<file path="config.mk">
export PLATFORM = sky130hd
export DESIGN_NAME = alu_ctrl_flat
export DESIGN_NICKNAME = d
export VERILOG_FILES = /design/src/rtl/alu_ctrl_if.sv /design/src/rtl/alu_ctrl.sv /design/src/flat_wrapper.sv
export SDC_FILE = /design/constraint.sdc
export NUM_CORES = 1
export LEC_CHECK = 0
export CAP_MARGIN = 20
export CORE_UTILIZATION = 37
export CTS_CLUSTER_DIAMETER = 50
export DETAILED_ROUTE_END_ITERATION = 16
export PLACE_DENSITY_LB_ADDON = 0.2
export SKIP_CTS_REPAIR_TIMING = 1
export SYNTH_ARGS = -nofsm -noshare
export SYNTH_HDL_FRONTEND = slang
export SYNTH_SLANG_ARGS = --single-unit
</file>
<file path="constraint.sdc">
create_clock -name clk -period 1.45 [get_ports clk]
set_input_delay 0.2175 -clock clk [delete_from_list [all_inputs] [get_ports clk]]
set_output_delay 0.2175 -clock clk [all_outputs]
set_load 0.01 [all_outputs]
</file>
<file path="src/rtl/alu_ctrl_if.sv">
// Host bus and ALU-side signals of the ALU sequencing controller.
// master = system/host side (operands, commands, ALU result); slave = controller.
interface alu_ctrl_if #(
  parameter int N = 8
);
  logic [N-1:0] bus_in;
  logic         load_a;
  logic         load_b;
  logic         load_a_res;
  logic         start;
  logic [2:0]   op;
  logic         ready;
  logic         done;
  logic         error;
  logic         alu_enable;
  logic [2:0]   alu_mode;
  logic [N-1:0] alu_a;
  logic [N-1:0] alu_b;
  logic [N-1:0] alu_out;
  logic         alu_zero;
  logic [N-1:0] result;
  logic         flag_zero;

  modport master (
    output bus_in, load_a, load_b, load_a_res, start, op, alu_out, alu_zero,
    input  ready, done, error, alu_enable, alu_mode, alu_a, alu_b, result, flag_zero
  );

  modport slave (
    input  bus_in, load_a, load_b, load_a_res, start, op, alu_out, alu_zero,
    output ready, done, error, alu_enable, alu_mode, alu_a, alu_b, result, flag_zero
  );
endinterface

</file>
<file path="src/rtl/alu_ctrl.sv">
// Sequences one operation on an external registered ALU: load operands,
// issue for one cycle, capture the result, then pulse done.
module alu_ctrl #(
  parameter int N = 8
) (
  input  logic     clk,
  input  logic     reset,
  alu_ctrl_if.slave bus
);
  localparam logic [2:0] ALU_ADD = 3'd0;
  localparam logic [2:0] ALU_SUB = 3'd1;
  localparam logic [2:0] ALU_AND = 3'd2;
  localparam logic [2:0] ALU_OR  = 3'd3;
  localparam logic [2:0] ALU_XOR = 3'd4;
  localparam logic [2:0] ALU_INC = 3'd5;
  localparam logic [2:0] ALU_DEC = 3'd6;

  typedef enum logic [1:0] {
    IDLE,
    ISSUE,
    CAPTURE,
    DONE
  } state_t;

  state_t       state;
  state_t       state_next;

  logic [N-1:0] reg_a;
  logic [N-1:0] reg_b;
  logic [N-1:0] result_q;
  logic [2:0]   mode_q;
  logic         flag_zero_q;
  logic         error_q;

  logic         op_valid;
  logic         accept;
  logic         reject;
  logic         ready_c;
  logic         enable_c;
  logic         done_c;
  logic         capture_c;

  // The ALU zero flag is observed but the captured flag is derived from alu_out.
  logic         unused_alu_zero;
  assign unused_alu_zero = bus.alu_zero;

  always_comb begin
    op_valid = bus.op inside {ALU_ADD, ALU_SUB, ALU_AND, ALU_OR,
                              ALU_XOR, ALU_INC, ALU_DEC};
  end

  always_ff @(posedge clk or posedge reset) begin
    if (reset) begin
      state <= IDLE;
    end else begin
      state <= state_next;
    end
  end

  always_comb begin
    state_next = state;
    ready_c    = 1'b0;
    enable_c   = 1'b0;
    done_c     = 1'b0;
    capture_c  = 1'b0;
    accept     = 1'b0;
    reject     = 1'b0;
    case (state)
      IDLE: begin
        ready_c = 1'b1;
        if (bus.start) begin
          if (op_valid) begin
            accept     = 1'b1;
            state_next = ISSUE;
          end else begin
            reject = 1'b1;
          end
        end
      end
      ISSUE: begin
        enable_c   = 1'b1;
        state_next = CAPTURE;
      end
      CAPTURE: begin
        capture_c  = 1'b1;
        state_next = DONE;
      end
      DONE: begin
        done_c     = 1'b1;
        state_next = IDLE;
      end
      default: begin
        state_next = IDLE;
      end
    endcase
  end

  // Operand loads are only honoured while ready, so operands stay frozen
  // for the whole operation; the accumulate path has priority over bus_in.
  always_ff @(posedge clk or posedge reset) begin
    if (reset) begin
      reg_a       <= '0;
      reg_b       <= '0;
      result_q    <= '0;
      mode_q      <= '0;
      flag_zero_q <= 1'b0;
      error_q     <= 1'b0;
    end else begin
      error_q <= reject;
      if (ready_c) begin
        if (bus.load_a_res) begin
          reg_a <= result_q;
        end else if (bus.load_a) begin
          reg_a <= bus.bus_in;
        end
        if (bus.load_b) begin
          reg_b <= bus.bus_in;
        end
      end
      if (accept) begin
        mode_q <= bus.op;
      end
      if (capture_c) begin
        result_q    <= bus.alu_out;
        flag_zero_q <= (bus.alu_out == '0);
      end
    end
  end

  assign bus.ready      = ready_c;
  assign bus.done       = done_c;
  assign bus.error      = error_q;
  assign bus.alu_enable = enable_c;
  assign bus.alu_mode   = mode_q;
  assign bus.alu_a      = reg_a;
  assign bus.alu_b      = reg_b;
  assign bus.result     = result_q;
  assign bus.flag_zero  = flag_zero_q;
endmodule
</file>
<file path="src/flat_wrapper.sv">
// flat-port wrapper written by rule: the top's interface ports become plain ports
module alu_ctrl_flat 
#(
  parameter int N = 8
)
  (clk, reset, bus_bus_in, bus_load_a, bus_load_b, bus_load_a_res, bus_start, bus_op, bus_alu_out, bus_alu_zero, bus_ready, bus_done, bus_error, bus_alu_enable, bus_alu_mode, bus_alu_a, bus_alu_b, bus_result, bus_flag_zero);
  alu_ctrl_if #(.N(N)) bus_i ();
  input  logic clk;
  input  logic reset;
  input wire logic [$bits(bus_i.bus_in)-1:0] bus_bus_in;
  input wire logic [$bits(bus_i.load_a)-1:0] bus_load_a;
  input wire logic [$bits(bus_i.load_b)-1:0] bus_load_b;
  input wire logic [$bits(bus_i.load_a_res)-1:0] bus_load_a_res;
  input wire logic [$bits(bus_i.start)-1:0] bus_start;
  input wire logic [$bits(bus_i.op)-1:0] bus_op;
  input wire logic [$bits(bus_i.alu_out)-1:0] bus_alu_out;
  input wire logic [$bits(bus_i.alu_zero)-1:0] bus_alu_zero;
  output wire logic [$bits(bus_i.ready)-1:0] bus_ready;
  output wire logic [$bits(bus_i.done)-1:0] bus_done;
  output wire logic [$bits(bus_i.error)-1:0] bus_error;
  output wire logic [$bits(bus_i.alu_enable)-1:0] bus_alu_enable;
  output wire logic [$bits(bus_i.alu_mode)-1:0] bus_alu_mode;
  output wire logic [$bits(bus_i.alu_a)-1:0] bus_alu_a;
  output wire logic [$bits(bus_i.alu_b)-1:0] bus_alu_b;
  output wire logic [$bits(bus_i.result)-1:0] bus_result;
  output wire logic [$bits(bus_i.flag_zero)-1:0] bus_flag_zero;
  assign bus_i.bus_in = bus_bus_in;
  assign bus_i.load_a = bus_load_a;
  assign bus_i.load_b = bus_load_b;
  assign bus_i.load_a_res = bus_load_a_res;
  assign bus_i.start = bus_start;
  assign bus_i.op = bus_op;
  assign bus_i.alu_out = bus_alu_out;
  assign bus_i.alu_zero = bus_alu_zero;
  assign bus_ready = bus_i.ready;
  assign bus_done = bus_i.done;
  assign bus_error = bus_i.error;
  assign bus_alu_enable = bus_i.alu_enable;
  assign bus_alu_mode = bus_i.alu_mode;
  assign bus_alu_a = bus_i.alu_a;
  assign bus_alu_b = bus_i.alu_b;
  assign bus_result = bus_i.result;
  assign bus_flag_zero = bus_i.flag_zero;
  alu_ctrl #(.N(N)) u_core (.clk(clk), .reset(reset), .bus(bus_i));
endmodule
</file>
==> reports/results.ini <==
[floorplanning]
core.rowCount = 21
die_x_um = 62.5
initial_core_util_pct = 39.7
die_h_um = 62.5
core_area_sq_um = 3420
io_pins = 58
fp.dieArea_sq_um = 3910

[cells_and_area]
fin_cells = 213
diodes = 0
layout_commonest_cell = dfrtp_1
n_fill_cell = 299
synthToLayoutAreaGrowth_pct = 59.1
layout_common_cells = dfrtp_1, dlymetal6s2s_1, clkdlybuf4s50_1
final_nets = 197
post-route-cell-area_sq_um = 2160
layout-drive-gt1-share_pct = 28.1

[setup_path]
slowest_stage = dfrtp_1
reg2reg_from = u_core.state[0]
cp_slowest_stage_delay_ps = 390
rr_worst_depth = 5
critPathKind = reg -> out
r2r_setup_slack_ps = 90
critPathCapture = bus_ready
cp_max_fo = 7
cp.arrival_ps = 1170
rr_endpoint = u_core.bus.alu_a[4]
cp-end-kind = output pin
required_ps = 1230
startpoint_type = register
crit_path_start = u_core.state[0]
path_cells = inv_1 > ha_4 > dlymetal6s2s_1

[place]
post-dp-hpwl_um = 2300
gp_congestion = 0.693
dp.cells = 202
portBuffers = 56
placed_area_sq_um = 2000

[synthesis]
synth-compound-area-share_pct = 13.3
avgSynthCellArea_sq_um = 13.8
yosys.area_share.simple_pct = 6.19
synth_top_family_by_area = multiplexers
synthAdderAreaFrac_pct = 3.69
syn-num-nets = 128
seq_area_frac_synth_pct = 57.2
synth_seq_cells = 31
synthMuxAreaShare_pct = 15.8
netlist_area_sq_um = 1360
yosysUniqueCellTypes = 21
yosys_warnings = 0
synth_xor_area_share_pct = 0
syn_inst = 98

[power]
p_seq_share_pct = 36.0
p_int_mw = 2.84
power_frac_clock_pct = 11.7
leakagePower_nw = 1.22
p_sw_share_pct = 32.9
p_total_mw = 4.24
p_switching_mw = 1.39
p_per_area_nw_per_um2 = 1970
irDropWorstVdd_mv = 0.802
power.combinational.fraction_pct = 52.4

[timing]
fin_crit_sh_pct = 95.7
final_hold_viol_count = 0
setup_viol = 0
post-route-min-period_ps = 1390
slew_viol_final = 0
relSlewSlack_pct = 74.5
max_freq_mhz = 721
clock_skew_ps = 10.9
rsz0062_at_grt = true
tns_ps = 0
worstMarginPinSlew_ps = 383
whs_ps = 262

[global_route]
grt_usage_pct = 17.2
antenna_found_initial = 0
grt_pass1_vias = 1069
grt_max_degree = 32
grt_pass1_wl_um = 5120
overflow = 0

[clocking]
numCtsBuffers = 5
clk_path_buf_depth = 2
cts_tree = done
cts_sinks = 31
cts_root_buffer = clkbuf_4
htree_levels = 2
clock_latency_ps = 320
clkTransAtPathRegs_ps = 90

[routing]
drc_errors = 0
initialDrtViolationCount = 28
wire_per_inst_um = 14.4
ant_nets = 0
vias_per_cell = 4.95
vias = 1055
dr.pass1.iters = 4
wirelength_um = 3060

[status]
status = finished clean

[hold_path]
min_path_type = in -> async

[flow_run]
max-cap-violations = 0

## power groups by stage
stage	Sequential [mW]	Combinational, mW	Clock, mW
4_1_cts	1.55	2.27	0.513
2_1_floorplan	1.71	0.948	0
6_report	1.52	2.22	0.494
3_3_place_gp	1.55	2.22	0
5_1_grt	1.59	2.40	0.548
3_5_place_dp	1.57	2.27	0
## logic make-up (layout without fill, tap and decap cells)
family | count (synthesis) | in the layout
AOI/OAI and AO/OA | 23 | 23
adders and majority gates | 4 | 4
buffers and inverters | 9 | 78
DFF | 31 | 31
muxes | 19 | 19
and+or+nand+nor | 12 | 12
## cells in the mapped netlist
cell,count,area share (%)
dfrtp_1,31,57
mux2_2,19,16
a22o_1,14,9.0
ha_1,4,3.7
inv_1,4,1.1
a21oi_1,2,0.74
a31oi_1,2,0.92
buf_2,2,0.74
buf_4,2,1.1
nand2_2,2,0.92
nand3_1,2,0.74
nor2_1,2,0.55
nor2b_4,2,2.0
nor4_1,2,0.92
o21ai_0,2,0.74
a21boi_0,1,0.55
and2b_1,1,0.55
buf_6,1,0.83
nor2b_1,1,0.46
o21ai_2,1,0.65
o22a_1,1,0.65
## state kept, by name (all words and copies together), names as in the netlist
signal and flops:
u_core.bus.alu_a 8, u_core.bus.result 8, u_core.bus.flag_zero 1, u_core.state 2, u_core.bus.alu_mode 3, u_core.bus.alu_b 8
u_core.bus.error 1
## worst min path at each step
stage / start / endpoint / slack (ps) / depth (start not counted)
3_3_place_gp: u_core.bus.alu_mode[0] / u_core.bus.alu_mode[0] / 480 / 1
6_report: reset / u_core.bus.alu_a[2] / 260 / 3
4_1_cts: reset / u_core.bus.alu_a[3] / 260 / 3
5_1_grt: reset / u_core.bus.alu_a[5] / 300 / 3
2_1_floorplan: reset / u_core.bus.alu_a[0] / 320 / 1
3_5_place_dp: u_core.bus.alu_mode[1] / u_core.bus.alu_mode[1] / 490 / 1
## critical path, delay by kind of cell, from the launching register on
family / cells / cell delay [ps]
flip-flops: 1 / 390
buffers and inverters: 2 / 280
adder cells (fa/ha/maj): 1 / 190
## routing by layer
| layer | global-route usage, % | up-vias | part of all wire, % |
|---|---|---|---|
| met4 | 6.10 | 0 | 1.2 |
| met3 | 6.20 | 5 | 5.1 |
| met5 | 0 | - | 0 |
| met1 | 20.9 | 523 | 44 |
| met2 | 28.1 | 33 | 50 |
| li1 | - | 494 | - |
## through the flow
stage	utilization [%]	setup slack, ps
floorplan	-	14.8
global placement	58.6	-89.2
detailed placement	58.6	-136
CTS	60.3	-364
global route	63.1	-26.3
finish	63.1	62.6
## layout make-up
class	instances	area, sq um	share of cell area (%)
Sequential cell	31	776	36.0
Timing Repair Buffer	67	708	32.8
Multi-Input combinational cell	58	543	25.2
Tap cell	46	57.6	2.67
Clock buffer	6	51.3	2.38
Inverter	4	15.0	0.696
Clock inverter	1	5.00	0.232
(Power assumes the default switching activity.)
